<file path="config.mk">
export PLATFORM = sky130hd
export DESIGN_NAME = itrx_aib_phy_in_bsr_flat
export DESIGN_NICKNAME = d
export VERILOG_FILES = /design/src/rtl/itrx_aib_phy_jtag_pkg.sv /design/src/rtl/itrx_aib_phy_in_bsr_if.sv /design/src/rtl/itrx_aib_phy_bsr_cnt.sv /design/src/rtl/itrx_aib_phy_in_bsr.sv /design/src/flat_wrapper.sv
export SDC_FILE = /design/constraint.sdc
export NUM_CORES = 1
export LEC_CHECK = 0
export ABC_AREA = 1
export ABC_CLOCK_PERIOD_IN_PS = 1900
export CAP_MARGIN = 15
export CORE_MARGIN = 3
export CORE_UTILIZATION = 40
export DETAILED_ROUTE_END_ITERATION = 16
export GPL_TIMING_DRIVEN = 1
export PLACE_DENSITY = 0.68
export SYNTH_ARGS = -nofsm -noshare
export SYNTH_HDL_FRONTEND = slang
export SYNTH_HIERARCHICAL = 1
export SYNTH_SLANG_ARGS = --single-unit
export TNS_END_PERCENT = 50
</file>
<file path="constraint.sdc">
create_clock -name jtag_clkdr -period 1.9 [get_ports jtag_clkdr]
set_input_delay 0.38 -clock jtag_clkdr [delete_from_list [all_inputs] [get_ports jtag_clkdr]]
set_output_delay 0.38 -clock jtag_clkdr [all_outputs]
set_load 0.01 [all_outputs]
</file>
<file path="src/rtl/itrx_aib_phy_jtag_pkg.sv">
// Shared definitions for the AIB PHY boundary-scan segments (input, output, clock).
// Holds the shift-stage operation encoding and the counter-width helper.
package itrx_aib_phy_jtag_pkg;

  typedef enum logic [1:0] {
    BSR_HOLD    = 2'd0,
    BSR_CAPTURE = 2'd1,
    BSR_SHIFT   = 2'd2
  } bsr_op_e;

  // Number of bits needed to hold values 0..v-1.
  function automatic int unsigned clog2(input int unsigned v);
    int unsigned r;
    r = 0;
    for (int unsigned i = 0; i < 32; i++) begin
      if ((64'd1 << i) < 64'(v)) r = i + 1;
    end
    return r;
  endfunction

  // Shift wins over capture; neither means the shift stage holds.
  function automatic bsr_op_e bsr_op(input logic scan_en, input logic capture_en);
    if (scan_en)         return BSR_SHIFT;
    else if (capture_en) return BSR_CAPTURE;
    else                 return BSR_HOLD;
  endfunction

endpackage

</file>
<file path="src/rtl/itrx_aib_phy_in_bsr_if.sv">
// Control, data and status bundle of one input boundary-scan segment.
// master = TAP/controller side, slave = the segment itself.
interface itrx_aib_phy_in_bsr_if
  import itrx_aib_phy_jtag_pkg::*;
#(
  parameter int unsigned WIDTH = 8
);
  localparam int unsigned CW = clog2(WIDTH + 1);

  logic             jtag_scan_en;
  logic             jtag_capture_en;
  logic             jtag_update_en;
  logic             jtag_intest;
  logic             jtag_bypass;
  logic             cmp_en;
  logic             err_clr;
  logic [WIDTH-1:0] d_i;
  logic             si;
  logic [WIDTH-1:0] d_o;
  logic             so;
  logic [CW-1:0]    shift_cnt_o;
  logic             shift_done_o;
  logic             cmp_err_o;

  modport master (
    output jtag_scan_en, jtag_capture_en, jtag_update_en, jtag_intest, jtag_bypass,
    output cmp_en, err_clr, d_i, si,
    input  d_o, so, shift_cnt_o, shift_done_o, cmp_err_o
  );

  modport slave (
    input  jtag_scan_en, jtag_capture_en, jtag_update_en, jtag_intest, jtag_bypass,
    input  cmp_en, err_clr, d_i, si,
    output d_o, so, shift_cnt_o, shift_done_o, cmp_err_o
  );

endinterface

</file>
<file path="src/rtl/itrx_aib_phy_bsr_cnt.sv">
// Saturating shift counter for a boundary-scan segment: clear on capture,
// count non-bypass shifts up to WIDTH, flag when the full segment has shifted.
module itrx_aib_phy_bsr_cnt
  import itrx_aib_phy_jtag_pkg::*;
#(
  parameter  int unsigned WIDTH = 8,
  localparam int unsigned CW    = clog2(WIDTH + 1)
) (
  input  logic          clk,
  input  logic          rst_n,
  input  logic          clr,
  input  logic          inc,
  output logic [CW-1:0] cnt,
  output logic          done
);

  logic [CW-1:0] cnt_q, cnt_d;

  always_comb begin
    cnt_d = cnt_q;
    if (clr)
      cnt_d = '0;
    else if (inc && (cnt_q != CW'(WIDTH)))
      cnt_d = cnt_q + CW'(1);
  end

  always_ff @(posedge clk or negedge rst_n) begin
    if (!rst_n) cnt_q <= '0;
    else        cnt_q <= cnt_d;
  end

  assign cnt  = cnt_q;
  assign done = (cnt_q == CW'(WIDTH));

endmodule

</file>
<file path="src/rtl/itrx_aib_phy_in_bsr.sv">
// AIB JTAG input boundary-scan segment: capture/shift stage, update shadow,
// bypass bit, shift counter and sticky loopback-compare flag.
module itrx_aib_phy_in_bsr
  import itrx_aib_phy_jtag_pkg::*;
#(
  parameter int unsigned     WIDTH       = 8,
  parameter logic [WIDTH-1:0] UPD_RST_VAL = '0
) (
  input  logic                  jtag_clkdr,
  input  logic                  jtag_rstb,
  itrx_aib_phy_in_bsr_if.slave  bus
);

  logic [WIDTH-1:0] shift_q, shift_d;
  logic [WIDTH-1:0] upd_q, upd_d;
  logic             byp_q, byp_d;
  logic             err_q, err_d;
  logic [WIDTH:0]   shift_cat;
  logic [WIDTH-1:0] d_o_int;
  bsr_op_e          op;

  assign op        = bsr_op(bus.jtag_scan_en, bus.jtag_capture_en);
  assign d_o_int   = bus.jtag_intest ? upd_q : bus.d_i;
  // Concatenate-then-slice keeps the shift legal for WIDTH == 1.
  assign shift_cat = {bus.si, shift_q};

  always_comb begin
    shift_d = shift_q;
    byp_d   = byp_q;
    upd_d   = upd_q;
    err_d   = err_q;
    unique case (op)
      BSR_SHIFT: begin
        if (bus.jtag_bypass) byp_d   = bus.si;
        else                 shift_d = shift_cat[WIDTH:1];
      end
      BSR_CAPTURE: begin
        shift_d = d_o_int;
        if (bus.jtag_bypass) byp_d = 1'b0;
        if (bus.cmp_en)      err_d = err_q | (bus.d_i != upd_q);
      end
      default: ;
    endcase
    // Update samples the pre-edge shift stage, so a same-edge capture is not seen.
    if (bus.jtag_update_en && !bus.jtag_scan_en) upd_d = shift_q;
    if (bus.err_clr) err_d = 1'b0;
  end

  always_ff @(posedge jtag_clkdr or negedge jtag_rstb) begin
    if (!jtag_rstb) begin
      shift_q <= '0;
      upd_q   <= UPD_RST_VAL;
      byp_q   <= 1'b0;
      err_q   <= 1'b0;
    end else begin
      shift_q <= shift_d;
      upd_q   <= upd_d;
      byp_q   <= byp_d;
      err_q   <= err_d;
    end
  end

  itrx_aib_phy_bsr_cnt #(
    .WIDTH (WIDTH)
  ) u_cnt (
    .clk   (jtag_clkdr),
    .rst_n (jtag_rstb),
    .clr   (op == BSR_CAPTURE),
    .inc   ((op == BSR_SHIFT) && !bus.jtag_bypass),
    .cnt   (bus.shift_cnt_o),
    .done  (bus.shift_done_o)
  );

  assign bus.d_o       = d_o_int;
  assign bus.so        = bus.jtag_bypass ? byp_q : shift_q[0];
  assign bus.cmp_err_o = err_q;

endmodule

</file>
<file path="src/flat_wrapper.sv">
// flat-port wrapper written by rule: the top's interface ports become plain ports
module itrx_aib_phy_in_bsr_flat import itrx_aib_phy_jtag_pkg::*;
#(
  parameter int unsigned     WIDTH       = 8,
  parameter logic [WIDTH-1:0] UPD_RST_VAL = '0
)
  (jtag_clkdr, jtag_rstb, bus_jtag_scan_en, bus_jtag_capture_en, bus_jtag_update_en, bus_jtag_intest, bus_jtag_bypass, bus_cmp_en, bus_err_clr, bus_d_i, bus_si, bus_d_o, bus_so, bus_shift_cnt_o, bus_shift_done_o, bus_cmp_err_o);
  itrx_aib_phy_in_bsr_if #(.WIDTH(WIDTH)) bus_i ();
  input  logic jtag_clkdr;
  input  logic jtag_rstb;
  input wire logic [$bits(bus_i.jtag_scan_en)-1:0] bus_jtag_scan_en;
  input wire logic [$bits(bus_i.jtag_capture_en)-1:0] bus_jtag_capture_en;
  input wire logic [$bits(bus_i.jtag_update_en)-1:0] bus_jtag_update_en;
  input wire logic [$bits(bus_i.jtag_intest)-1:0] bus_jtag_intest;
  input wire logic [$bits(bus_i.jtag_bypass)-1:0] bus_jtag_bypass;
  input wire logic [$bits(bus_i.cmp_en)-1:0] bus_cmp_en;
  input wire logic [$bits(bus_i.err_clr)-1:0] bus_err_clr;
  input wire logic [$bits(bus_i.d_i)-1:0] bus_d_i;
  input wire logic [$bits(bus_i.si)-1:0] bus_si;
  output wire logic [$bits(bus_i.d_o)-1:0] bus_d_o;
  output wire logic [$bits(bus_i.so)-1:0] bus_so;
  output wire logic [$bits(bus_i.shift_cnt_o)-1:0] bus_shift_cnt_o;
  output wire logic [$bits(bus_i.shift_done_o)-1:0] bus_shift_done_o;
  output wire logic [$bits(bus_i.cmp_err_o)-1:0] bus_cmp_err_o;
  assign bus_i.jtag_scan_en = bus_jtag_scan_en;
  assign bus_i.jtag_capture_en = bus_jtag_capture_en;
  assign bus_i.jtag_update_en = bus_jtag_update_en;
  assign bus_i.jtag_intest = bus_jtag_intest;
  assign bus_i.jtag_bypass = bus_jtag_bypass;
  assign bus_i.cmp_en = bus_cmp_en;
  assign bus_i.err_clr = bus_err_clr;
  assign bus_i.d_i = bus_d_i;
  assign bus_i.si = bus_si;
  assign bus_d_o = bus_i.d_o;
  assign bus_so = bus_i.so;
  assign bus_shift_cnt_o = bus_i.shift_cnt_o;
  assign bus_shift_done_o = bus_i.shift_done_o;
  assign bus_cmp_err_o = bus_i.cmp_err_o;
  itrx_aib_phy_in_bsr #(.WIDTH(WIDTH), .UPD_RST_VAL(UPD_RST_VAL)) u_core (.jtag_clkdr(jtag_clkdr), .jtag_rstb(jtag_rstb), .bus(bus_i));
endmodule
</file>
==> reports/metrics.cfg <==
[run_status]
status = finished clean

[die]
initial_core_util_pct = 43.5
io_pins = 33
rows = 19
die_area_um2 = 3830
die_w_um = 61.9
core_area_um2 = 2880
die_y_um = 61.9

[synthesis]
synthTopCellsByCount = nand2_1 (55), inv_1 (32), dfrtp_1 (22)
synth_flop_cell = dfrtp_1
yosys.area.top_type_share_pct = 44.0
ys_ff_latch = 22
synth_edf_count = 0
yosysWarnings = 6
postSynthCellCount = 173
synth.area.top_cells = dfrtp_1 (44%), nand2_1 (17%), inv_1 (9.6%), o21ai_0 (8.4%), xnor2_1 (2.8%)
synthArstFlopShare_pct = 100
ys_types = 21
yosysSeqAreaShare_pct = 44.0
synth.most_common_cell = nand2_1
netlist_area_um2 = 1250
synth.avg_cell_area_um2 = 7.23
synth.largest_area_cell = dfrtp_1
synth_nets = 193

[power]
combPwrFrac_pct = 29.6
switching_share_pct = 29.3
clock_power_share_pct = 26.7
power.total_mw = 1.33
internal_power_uw = 943
pwr-share-seq_pct = 43.7
p_switching_uw = 391
p_per_area_nw_per_um2 = 755
leakage_nw = 0.938
ir_worst_vdd_mv = 0.481

[cells_and_area]
nets = 243
diodes = 0
areaGrowthSynthToFinish_pct = 41.2
drive_above_1_share_pct = 10.4

[worst_setup_path]
cp.required_ns = 1.52
reg2reg_slack_ns = 0.71
cp_slowest_stage_delay_ns = 0.40
worstSetupStartpoint = u_core/u_cnt/cnt[0]
crit_arrival_ns = 1.39
r2r-start = u_core/u_cnt/cnt[0]
worst_r2r_path_depth = 7
worstPathMaxFanout = 2
endpoint_kind = output pin
critPathKind = reg2out
cp_slowest_cell = dfrtp_1
critPathLaunchType = register
critPathMostFrequentCell = inv_1
path_cells = inv_1, ha_1, nand3b_1, inv_1, dlygate4sd2_1

[clocking]
cts_tree = yes
cts.sinks = 22
cts_buffer_depth = 2
clockRootBuffer = clkbuf_4
clock_latency_ns = 0.30
htreeDepth = 1
cts_buffers = 3
clkTransAtPathRegs_ns = 0.12

[route]
firstDrtPassIters = 4
drc = 0
vias = 1248
drt_iter0_markers = 50
routed_via_density = 4.73
routedWlPerCell_um = 11.9
detail-route-antenna-nets = 0
wl_um = 3150

[place]
routabilityCongestion = 0.856
numPortBuffers = 32
place_hpwl_um = 2380

[timing]
final-setup-viol-count = 0
slew_headroom_pct = 71.2
whs_ns = 0.414
layout_min_cycle_time_ns = 1.77
maxSlewViolCount = 0
finalCritPeriodShare_pct = 93.0
worst_pin_slew_ns = 0.431
fin_skew_ns = 0.00180
rsz0062_at_grt = no
hold_viol = 0
fmax_mhz = 566

[grt]
grt_max_degree = 23
antenna_found_initial = 0
grt-ovfl-total = 0
grt_pass1_vias = 1240
grt_usage_pct = 18.3
grt_pass1_wl_um = 5240

[min_path]
min_path_type = in2async

[flow_run]
cap_violations = 0

## routing by layer
| metal | share of wire (%) | GRT usage, % |
|---|---|---|
| met5 | 0 | 0 |
| met4 | 0.48 | 4.85 |
| met3 | 4.7 | 2.48 |
| met2 | 49 | 33.2 |
| met1 | 45 | 22.6 |
## final timing paths
kind,endpoint
worst max-delay path,bus_shift_done_o
min in group jtag_clkdr,u_core/byp_q
worst max register to register,u_core/u_cnt/cnt[0]
max in group asynchronous,u_core/upd_q[7]
worst min-delay path,u_core/byp_q
worst min register to register,u_core/byp_q
## critical path, delay by kind of cell (launching register included)
kind,cells,cell delay [ns]
simple gates,1,0.11
flops,1,0.40
buf+inv,3,0.41
fa+ha+maj,1,0.17
## power groups by stage
| stage | Clock [mW] | Combinational (mW) | Sequential (mW) |
|---|---|---|---|
| 2_1_floorplan | 0 | 0.197 | 0.591 |
| 3_3_place_gp | 0 | 0.399 | 0.589 |
| 3_5_place_dp | 0 | 0.409 | 0.593 |
| 4_1_cts | 0.368 | 0.396 | 0.583 |
| 5_1_grt | 0.390 | 0.447 | 0.594 |
| 6_report | 0.356 | 0.394 | 0.583 |
## stage by stage
stage	worst slack [ns]	utilization (%)	setup TNS [ns]	area (um^2)	std cells
floorplan	0.612	-	0	1250	173
global placement	-0.246	59.2	-1.80	1700	258
detailed placement	-0.271	59.2	-2.04	1700	258
CTS	0.00923	60.8	0	1750	262
global route	0.0188	61.4	0	1770	264
finish	0.132	61.4	0	1770	264
## registers in the layout (all words and copies together), names as in the netlist
name / flops
u_core/shift_q: 8
u_core/upd_q: 8
u_core/u_cnt/cnt: 4
u_core/bus.cmp_err_o: 1
u_core/byp_q: 1
## area by class of cell
class,instances,area (um^2)
Multi-Input combinational cell,115,552
Fill cell,289,1110
Tap cell,42,52.6
Timing Repair Buffer,48,434
Clock buffer,3,22.5
Sequential cell,22,551
Inverter,33,124
Clock inverter,1,30.0
## cell usage in the layout, fill, tap and decap left out, types with 2 or more instances in the layout
| cell type | instances |
|---|---|
| nand2_1 | 55 |
| inv_1 | 31 |
| dfrtp_1 | 22 |
| clkdlybuf4s50_1 | 21 |
| o21ai_0 | 21 |
| buf_4 | 15 |
| dlygate4sd2_1 | 10 |
| nor2_1 | 8 |
| o21ai_1 | 5 |
| nand3_1 | 5 |
| a21oi_1 | 4 |
| xnor2_1 | 4 |
| clkbuf_4 | 3 |
| o22ai_1 | 3 |
| nand4_1 | 3 |
| inv_2 | 2 |
| ha_1 | 2 |
## cells by family (layout without fill, tap and decap cells)
family          count (synthesis)  in the layout  synth area share, %
flops                          22             22                 44.0
xor+xnor                        4              4                 2.80
fa+ha+maj                       2              2                 2.00
buf+inv                        36             85                 11.8
simple gates                   73             73                 23.9
compound gates                 36             36                 15.4
## repair_timing
action / 4_1_cts / 5_1_grt
resized for setup: 12 / 2
hold buffers: 0 / 0
endpoints found under the setup margin: 10 / 9
buffers inserted: 0 / 1
cloned: 0 / 1
No activity file was read; power rests on OpenSTA's default activity.
==> edit, RTL diff (same flow settings) <==
`WIDTH` is set to 8 in 4 places; all go to 9.
--- a/src/rtl/itrx_aib_phy_in_bsr_if.sv
+++ b/src/rtl/itrx_aib_phy_in_bsr_if.sv
@@ -4,5 +4,5 @@
   import itrx_aib_phy_jtag_pkg::*;
 #(
-  parameter int unsigned WIDTH = 8
+  parameter int unsigned WIDTH = 9
 );
   localparam int unsigned CW = clog2(WIDTH + 1);
--- a/src/rtl/itrx_aib_phy_bsr_cnt.sv
+++ b/src/rtl/itrx_aib_phy_bsr_cnt.sv
@@ -4,5 +4,5 @@
   import itrx_aib_phy_jtag_pkg::*;
 #(
-  parameter  int unsigned WIDTH = 8,
+  parameter  int unsigned WIDTH = 9,
   localparam int unsigned CW    = clog2(WIDTH + 1)
 ) (
--- a/src/rtl/itrx_aib_phy_in_bsr.sv
+++ b/src/rtl/itrx_aib_phy_in_bsr.sv
@@ -4,5 +4,5 @@
   import itrx_aib_phy_jtag_pkg::*;
 #(
-  parameter int unsigned     WIDTH       = 8,
+  parameter int unsigned     WIDTH       = 9,
   parameter logic [WIDTH-1:0] UPD_RST_VAL = '0
 ) (
--- a/src/flat_wrapper.sv
+++ b/src/flat_wrapper.sv
@@ -2,5 +2,5 @@
 module itrx_aib_phy_in_bsr_flat import itrx_aib_phy_jtag_pkg::*;
 #(
-  parameter int unsigned     WIDTH       = 8,
+  parameter int unsigned     WIDTH       = 9,
   parameter logic [WIDTH-1:0] UPD_RST_VAL = '0
 )
Ports: changed (resized bus_d_i and bus_d_o); port bits go from 33 to 35. No check against the original RTL was run, so the function may have changed too.
==> edit against the unedited design <==
- worst setup slack worse by 0.039 ns
- count of clock-buffer cells in the layout is 1 higher
- routed wire length is 11% higher
- area after synthesis is 13% higher
- design area is 10% higher
- global-route usage is 0.84 points lower
- sequential cell count is 2 higher
- power is 4.5% higher
- critical endpoint is now bus_d_o[1]
==> edit: results (changes against the unedited design) <==
stage;metric;value;unit;change
grt;largest net degree at the start of global routing;25;;+8.7%
timing;Relative slew margins;80.2;%;+9.0 points
grt;met3 usage;2.56;%;+0.085 points
cells_and_area;fin cells;287;;+8.7%
setup_path;launch point of the worst reg-to-reg path;u_core/u_cnt/cnt[1];;
grt;met1 usage;21.0;%;-1.6 points
timing;Clock Skews;0.00907;ns;+0.00728 ns
setup_path;RR Endpoint;u_core/u_cnt/cnt[1];;
cells_and_area;Non-clk bufs;54;;+13%
grt;vias in the first global route;1357;;+9.4%
cells_and_area;fraction of area in multi-input gates;32.9;%;+1.6 points
grt;first-pass GRT wire length;5870;um;+12%
cells_and_area;final-layout clock-cell area share;1.87;%;-1.1 points
synthesis;Synth top cells by count;49 x nand2_1, 32 x inv_1, 24 x dfrtp_1;;
setup_path;slowest stage delay, CP;0.48;ns;+0.08 ns
pwr;leakage;1.02;nW;+8.8%
timing;period utilisation layout;95.1;%;+2.1 points
drt;Met1 Wirelength;1530;um;+6.9%
synthesis;Synth cell types;26;;+24%
drt;met3 WL;156;um;+4.7%
setup_path;FF-to-FF setup slack;0.69;ns;-0.02 ns
drt;DRT iter0 DRCs;57;;+14%
cells_and_area;Logic inverters;36;;+9.1%
place;GPL Wtd Cong;0.792;;-7.6%
timing;hold slack;0.400;ns;-0.0144 ns
pwr;VDD IR-drop max;410;uV;-15%
grt;grt met2 use;32.1;%;-1.1 points
outcome;status;finished, final reports clean;;
setup_path;Slowest-stage cell, CP;clkdlybuf4s50_1;;
cells_and_area;layout cells sized above 1;17.7;%;+7.3 points
[edit: cell families after synthesis]
family	count (synthesis)	synth area share, %
simple gates	80	24.7
compound gates	41	17.7
buf+inv	40	12.1
flops	24	42.6
xor+xnor	2	1.24
fa+ha+maj	2	1.77
[edit: power by group]
part           internal [mW]  total (mW)  switching [mW]
Clock                  0.117       0.266           0.149
Combinational          0.229       0.472           0.243
Sequential             0.594       0.656          0.0624
Total                  0.939        1.39           0.454
[edit: worst max-delay path by stage]
stage                                    from                to  cells after the start
after floorplan           u_core/u_cnt/cnt[0]  bus_shift_done_o                      3
after global placement        bus_jtag_intest        bus_d_o[2]                      4
after detailed placement      bus_jtag_intest        bus_d_o[7]                      4
after CTS                 u_core/u_cnt/cnt[1]  bus_shift_done_o                      5
after global routing               bus_d_i[2]        bus_d_o[2]                      4
final                              bus_d_i[1]        bus_d_o[1]                      4
[edit: timing repair]
action                     CTS  global route
resized for setup           15             4
setup endpoints to repair   11             7
setup buffers                0             3
cloned                       0             1
